<file path="src/rtl/bcd_counter_pkg.sv">
// Shared constants and helpers for the cascadable multi-digit modulo counter.
// DIGIT_W    : width of every digit register (always 4 bits, whatever RADIX is)
// MAX_DIGITS : largest legal digit count per counter instance
// MAX_RADIX  : largest legal digit modulus
// clamp_digit: forces a preset digit into the legal range 0..radix-1
package bcd_counter_pkg;

  localparam int DIGIT_W    = 4;
  localparam int MAX_DIGITS = 8;
  localparam int MAX_RADIX  = 16;

  // A preset digit at or above the modulus becomes the largest legal digit,
  // so no load can ever put a digit outside 0..radix-1.
  function automatic logic [DIGIT_W-1:0] clamp_digit(input logic [DIGIT_W-1:0] d,
                                                     input int radix);
    if (int'(d) >= radix) return DIGIT_W'(radix - 1);
    return d;
  endfunction

endpackage

</file>
<file path="src/rtl/bcd_digit_cell.sv">
// One modulo-RADIX digit of the counter.
// Ports:
//   CLK   in  clock, rising edge
//   CLR   in  synchronous active-high clear (highest priority)
//   LOAD  in  synchronous load of pre (clamped to RADIX-1)
//   pre   in  4-bit preset digit
//   en    in  count this digit on the edge (already qualified by lower digits)
//   UP    in  1 = increment, 0 = decrement
//   q     out current digit value
//   tc_up out digit is at RADIX-1
//   tc_dn out digit is at 0
module bcd_digit_cell
  import bcd_counter_pkg::*;
#(
  parameter int RADIX = 10
) (
  input  logic               CLK,
  input  logic               CLR,
  input  logic               LOAD,
  input  logic [DIGIT_W-1:0] pre,
  input  logic               en,
  input  logic               UP,
  output logic [DIGIT_W-1:0] q,
  output logic               tc_up,
  output logic               tc_dn
);

  localparam logic [DIGIT_W-1:0] TOP = DIGIT_W'(RADIX - 1);

  logic [DIGIT_W-1:0] q_q;
  logic [DIGIT_W-1:0] q_d;

  always_comb begin
    q_d = q_q;
    if (LOAD) begin
      q_d = clamp_digit(pre, RADIX);
    end else if (en) begin
      if (UP) q_d = (q_q == TOP)   ? '0  : q_q + DIGIT_W'(1);
      else    q_d = (q_q == '0)    ? TOP : q_q - DIGIT_W'(1);
    end
  end

  always_ff @(posedge CLK) begin
    if (CLR) q_q <= '0;
    else     q_q <= q_d;
  end

  assign q     = q_q;
  assign tc_up = (q_q == TOP);
  assign tc_dn = (q_q == '0);

endmodule

</file>
<file path="src/rtl/bcd_updown_counter.sv">
// Cascadable multi-digit up/down modulo counter with synchronous load,
// ripple carry/borrow output and a sticky wrap flag.
// Ports:
//   CLK  in  clock, rising edge
//   CLR  in  synchronous active-high clear of Q and OVF
//   ENP  in  parallel count enable
//   ENT  in  trickle count enable, also gates RCO
//   LOAD in  synchronous load of PRE (digits clamped to RADIX-1), clears OVF
//   UP   in  1 = count up, 0 = count down
//   PRE  in  preset, digit i in bits [4i+3:4i]
//   Q    out counter value, same packing as PRE
//   RCO  out ENT && terminal state for the current direction (combinational)
//   OVF  out sticky full-wrap flag, cleared by CLR or LOAD
module bcd_updown_counter
  import bcd_counter_pkg::*;
#(
  parameter int DIGITS = 2,
  parameter int RADIX  = 10
) (
  input  logic                      CLK,
  input  logic                      CLR,
  input  logic                      ENP,
  input  logic                      ENT,
  input  logic                      LOAD,
  input  logic                      UP,
  input  logic [DIGIT_W*DIGITS-1:0] PRE,
  output logic [DIGIT_W*DIGITS-1:0] Q,
  output logic                      RCO,
  output logic                      OVF
);

  if (DIGITS < 1 || DIGITS > MAX_DIGITS || RADIX < 2 || RADIX > MAX_RADIX) begin : g_bad_param
    $fatal(1, "bcd_updown_counter: illegal DIGITS=%0d or RADIX=%0d", DIGITS, RADIX);
  end

  logic [DIGITS-1:0] en;
  logic [DIGITS-1:0] tc_up;
  logic [DIGITS-1:0] tc_dn;
  logic [DIGITS-1:0] tc_dir;
  logic              count_en;
  logic              tc;
  logic              ovf_q;
  logic              ovf_d;

  assign count_en = ENP && ENT;
  assign tc_dir   = UP ? tc_up : tc_dn;

  // A digit moves only when every lower digit is at its terminal value
  // for the current direction.
  assign en[0] = count_en;
  for (genvar i = 1; i < DIGITS; i++) begin : g_chain
    assign en[i] = en[i-1] && tc_dir[i-1];
  end

  for (genvar i = 0; i < DIGITS; i++) begin : g_digit
    bcd_digit_cell #(
      .RADIX (RADIX)
    ) u_cell (
      .CLK   (CLK),
      .CLR   (CLR),
      .LOAD  (LOAD),
      .pre   (PRE[DIGIT_W*i +: DIGIT_W]),
      .en    (en[i]),
      .UP    (UP),
      .q     (Q[DIGIT_W*i +: DIGIT_W]),
      .tc_up (tc_up[i]),
      .tc_dn (tc_dn[i])
    );
  end

  assign tc  = &tc_dir;
  assign RCO = ENT && tc;

  // A counting edge taken from the terminal state is a full wrap.
  always_comb begin
    ovf_d = ovf_q;
    if (LOAD)                 ovf_d = 1'b0;
    else if (count_en && tc)  ovf_d = 1'b1;
  end

  always_ff @(posedge CLK) begin
    if (CLR) ovf_q <= 1'b0;
    else     ovf_q <= ovf_d;
  end

  assign OVF = ovf_q;

endmodule

</file>
<file path="config.mk">
export PLATFORM = sky130hd
export DESIGN_NAME = bcd_updown_counter
export DESIGN_NICKNAME = d
export VERILOG_FILES = /design/src/rtl/bcd_counter_pkg.sv /design/src/rtl/bcd_digit_cell.sv /design/src/rtl/bcd_updown_counter.sv
export SDC_FILE = /design/constraint.sdc
export NUM_CORES = 1
export LEC_CHECK = 0
export BUFFER_PORTS_ARGS = -buffer_cell sky130_fd_sc_hd__buf_2
export CAP_MARGIN = 5
export CORE_MARGIN = 2
export CORE_UTILIZATION = 45
export DETAILED_ROUTE_END_ITERATION = 12
export GPL_TIMING_DRIVEN = 0
export PLACE_DENSITY = 0.73
export SYNTH_ARGS = -nofsm -noshare
export SYNTH_HDL_FRONTEND = slang
export SYNTH_SLANG_ARGS = --single-unit
</file>
<file path="constraint.sdc">
create_clock -name CLK -period 1.9 [get_ports CLK]
set_input_delay 0.19 -clock CLK [delete_from_list [all_inputs] [get_ports CLK]]
set_output_delay 0.19 -clock CLK [all_outputs]
set_load 0.005 [all_outputs]
</file>
==> results.rst <==
.. list-table::
   :header-rows: 1

   * - Metric
     - Value
   * - DRC violations left
     - 0
   * - Worst path cell trace
     - buf_6, or3_4, a211oi_2, and3_1, buf_2
   * - Status
     - finished clean
   * - Count of hold-fix buffers inserted at cts
     - 0
   * - TritonCTS Buffers
     - 3
   * - Net count after synthesis
     - ~120
   * - Transition time at the pin with the least slew margin
     - about 0.52 ns
   * - Number of clock sinks
     - 9
   * - Combined area of the multi-input logic cells
     - 559 sq um
   * - Register area share after synthesis
     - ~23%
   * - CP Capture Type
     - output pin
   * - Overall routing resource usage
     - around 20%
   * - Worst path arrival time
     - approximately 1.7 ns
   * - Beginning of the worst hold path
     - PRE[5]
   * - Min-Delay Path Class
     - in -> reg
   * - Pin count of the biggest net entering global routing
     - 11
   * - Critical path data required time
     - about 1.7 ns
   * - DP HPWL
     - around 1300 microns
   * - Hold Fails Final Rpt
     - 0
   * - Peak supply drop
     - between 0.4 and 0.5 mV
   * - Via count of the first global-routing pass
     - between 700 and 800
   * - Fillcell total
     - between 150 and 200
   * - Horizontal die dimension
     - roughly 46 microns
   * - Detailed-route via count
     - ~850
   * - Final Critical Period
     - between 1.5 and 2 ns
   * - Worst clock skew on the final layout
     - roughly 0.0033 ns
   * - Fin crit share
     - between 90% and 100%
   * - Clock H-tree levels
     - 1
   * - Worst setup timing slack at the placement stage
     - -0.0952 ns
   * - Total wirelength of the detailed-routed design
     - 1890 microns
   * - Max-capacitance violation count
     - 0
   * - Placer's final routability congestion estimate
     - about 0.8
   * - R2R depth
     - 6
   * - Number of buffer cells added on primary ports
     - 23
   * - Share of post-route cells with drive strength above 1
     - roughly 29%
   * - Commonest non-fill, non-tap cell in the layout
     - sky130_fd_sc_hd__buf_2
   * - Power density cells
     - ~550 nW/um^2
   * - Total leakage power
     - 0.413 nW
   * - Layout Nets
     - around 150
   * - Internal reg-to-reg setup slack
     - about 0.070 ns
   * - Clock insertion delay at the later pin of the skew report
     - about 0.26 ns
   * - Critical path startpoint category
     - flop
   * - Hold Path Sink
     - g_digit[1].u_cell.q[1]
   * - Number of antenna violations at the first check in global routing
     - 0
   * - Full die area
     - roughly 2100 sq um
   * - Post-synthesis cell area
     - 795 sq um
   * - Reg-to-Reg End
     - g_digit[1].u_cell.q[2]
   * - Number of rows in the core area
     - 15
   * - Critical path buffers and inverters
     - 2
   * - Antenna diode count
     - 0
   * - Number of library cell types mapped by synthesis
     - 44
   * - Yosys Warn Count
     - 0
   * - Drt wl/cell
     - 12.6 microns
   * - Final worst-path setup slack
     - between 0.05 and 0.06 ns
   * - Io pins
     - 24
   * - Floorplan Core Area
     - between 1500 and 2000 sq um
   * - Maximum net fanout on the critical path
     - 10
   * - Max Buffers Root-to-Sink
     - 2
   * - CTS root buffer
     - sky130_fd_sc_hd__clkbuf_4
   * - CTS tree
     - built
   * - Post-route insts no fill
     - 150
   * - Effective utilization at floorplan
     - between 40% and 50%
   * - Critical-path top delay cell
     - sky130_fd_sc_hd__or3_4
   * - Violation count after the first detailed-routing iteration
     - 26
   * - Worst slew margin relative to its limit
     - around two thirds
   * - Launch point of the worst path
     - g_digit[0].u_cell.q[0]
   * - Placed cell count
     - 143
   * - Maximum operating frequency
     - roughly 0.54 GHz
   * - Cells after synthesis
     - 103
   * - Average instance area after synthesis
     - 7.71 sq um
   * - # setup viols final
     - 0
   * - Area Growth Syn to Fin
     - 24.4%
   * - Max-slew violation count
     - 0
   * - Die height
     - between 40 and 50 microns
   * - Post-detailed-route via-to-cell ratio
     - between 5 and 6
   * - R2r startpoint
     - g_digit[0].u_cell.q[0]
   * - Clock transition at the register clock pins on the worst setup and hold paths after CTS
     - ~0.07 ns
   * - Most used cells in the layout excluding fill and tap cells
     - sky130_fd_sc_hd__buf_2 (23), sky130_fd_sc_hd__clkbuf_1 (10), sky130_fd_sc_hd__dfxtp_1 (9)
   * - First-pass iteration count of the detailed router
     - 4
   * - Worst setup path class
     - reg -> out
   * - Kind of cell adding the most delay to the critical path
     - simple AND/OR/NAND/NOR gates
   * - Delay of the slowest cell on the worst path
     - 0.41 ns
   * - Worst hold path stage count
     - 3
   * - Worst hold slack across all endpoints
     - ~0.22 ns
   * - Area occupied by registers
     - approximately 180 sq um
   * - FF+latch count, synth
     - 9
   * - Leftover overflow at the end of global routing
     - 0
   * - First-pass GRT wire length
     - between 3000 and 4000 microns
   * - RSZ-0062 raised after global routing
     - false
   * - Final antenna-violating net count
     - 0
cell families (layout without fill, tap and decap cells):
kind of cell | count (synthesis) | in the layout | synth area share (%)
and+or+nand+nor | 39 | 39 | 28.2
AOI/OAI and AO/OA | 35 | 35 | 33.7
buffers and inverters | 13 | 43 | 7.56
DFF | 9 | 9 | 22.7
xor gates and xnor gates | 6 | 6 | 6.62
muxes | 1 | 1 | 1.26
metrics by stage:
step           TNS, ns  power [mW]  util [%]  area, sq um
2_1_floorplan        0       0.336         -          795
3_3_place_gp    -0.121       0.382      55.1          931
3_5_place_dp    -0.179       0.386      55.1          931
4_1_cts              0       0.540      57.4          970
5_1_grt              0       0.574      58.5          988
6_report             0       0.545      58.5          988
synth_stat cells:
library cell                number  area (sq um)
sky130_fd_sc_hd__o31a_1          1          8.76
sky130_fd_sc_hd__xor2_1          3          26.3
sky130_fd_sc_hd__and4_2          1          10.0
sky130_fd_sc_hd__nand2_1         7          26.3
sky130_fd_sc_hd__nand3b_1        1          7.51
sky130_fd_sc_hd__a41oi_1         1          8.76
sky130_fd_sc_hd__nand2b_1        4          25.0
sky130_fd_sc_hd__o21ba_2         1          10.0
sky130_fd_sc_hd__a211oi_1        3          22.5
sky130_fd_sc_hd__nor2_1          7          26.3
sky130_fd_sc_hd__nor4_1          2          12.5
sky130_fd_sc_hd__a2111oi_4       1          27.5
sky130_fd_sc_hd__nor2b_1         2          12.5
sky130_fd_sc_hd__nor3_1          2          10.0
sky130_fd_sc_hd__o21ai_0         7          35.0
sky130_fd_sc_hd__a311o_1         1          10.0
sky130_fd_sc_hd__or4_1           1          7.51
sky130_fd_sc_hd__buf_4           1          7.51
sky130_fd_sc_hd__o211ai_1        1          7.51
sky130_fd_sc_hd__o2bb2ai_1       1          8.76
sky130_fd_sc_hd__dfxtp_1         9           180
sky130_fd_sc_hd__nand3_1         4          20.0
sky130_fd_sc_hd__o21bai_1        1          7.51
sky130_fd_sc_hd__and3_1          2          12.5
sky130_fd_sc_hd__inv_1           2          7.51
sky130_fd_sc_hd__or3_1           1          6.26
sky130_fd_sc_hd__o22ai_1         2          12.5
sky130_fd_sc_hd__and2_1          1          6.26
sky130_fd_sc_hd__clkbuf_1        9          33.8
sky130_fd_sc_hd__mux2i_1         1          10.0
sky130_fd_sc_hd__a221oi_2        1          15.0
sky130_fd_sc_hd__a31oi_1         1          6.26
sky130_fd_sc_hd__or4b_2          1          10.0
sky130_fd_sc_hd__or3_4           1          11.3
sky130_fd_sc_hd__a22o_1          1          8.76
sky130_fd_sc_hd__a21oi_1         6          30.0
sky130_fd_sc_hd__o32ai_1         1          8.76
sky130_fd_sc_hd__buf_6           1          11.3
sky130_fd_sc_hd__o21a_1          2          15.0
sky130_fd_sc_hd__and4b_1         2          20.0
sky130_fd_sc_hd__a2bb2oi_1       1          8.76
sky130_fd_sc_hd__a221oi_1        1          8.76
sky130_fd_sc_hd__a21boi_0        1          7.51
sky130_fd_sc_hd__xnor2_1         3          26.3
worst max-delay path by stage:
stage / depth (start not counted) / endpoint / slack [ns]
floorplan: 5 / g_digit[1].u_cell.q[2] / 0.06
global placement: 5 / g_digit[1].u_cell.q[2] / -0.09
detailed placement: 5 / g_digit[1].u_cell.q[2] / -0.1
CTS: 5 / RCO / 0.04
global route: 6 / g_digit[1].u_cell.q[2] / 0.01
finish: 5 / RCO / 0.06
state kept, by name, summed over array words and instances, names as in the netlist:
register          flops
g_digit.u_cell.q      8
OVF                   1
worst min-delay path, delay by kind of cell:
kind            cells  cell delay (ns)
simple gates        1             0.07
buf+inv             1             0.10
compound gates      1             0.07
cell type report:
class                      count  area share (%)
buffer                        11            5.70
tap                           17            2.15
clock buffer                   4            2.66
timing repair buffer          26            13.9
inverter                       2           0.759
multi-input combinational     81            56.6
sequential                     9            18.2
per-layer routing:
layer / up-vias / GRT usage (%) / part of all wire (%)
met3: 2 / 3.57 / 3.9
met4: 0 / 3.43 / 0.63
met1: 384 / 29.4 / 52
met2: 20 / 30.0 / 44
met5: - / 0 / 0
li1: 443 / - / -
report_power, final:
| group | switching [mW] | internal, mW | total (mW) |
|---|---|---|---|
| Combinational | 0.0963 | 0.0845 | 0.181 |
| Sequential | 0.00865 | 0.201 | 0.209 |
| Clock | 0.0736 | 0.0809 | 0.155 |
| Total | 0.179 | 0.366 | 0.545 |
repair_timing:
| item | CTS | global route |
|---|---|---|
| setup buffers | 1 | 2 |
| pin swaps | 1 | 0 |
| gates resized for setup | 1 | 1 |
| endpoints found under the setup margin | 5 | 2 |
(Power assumes the default switching activity.)
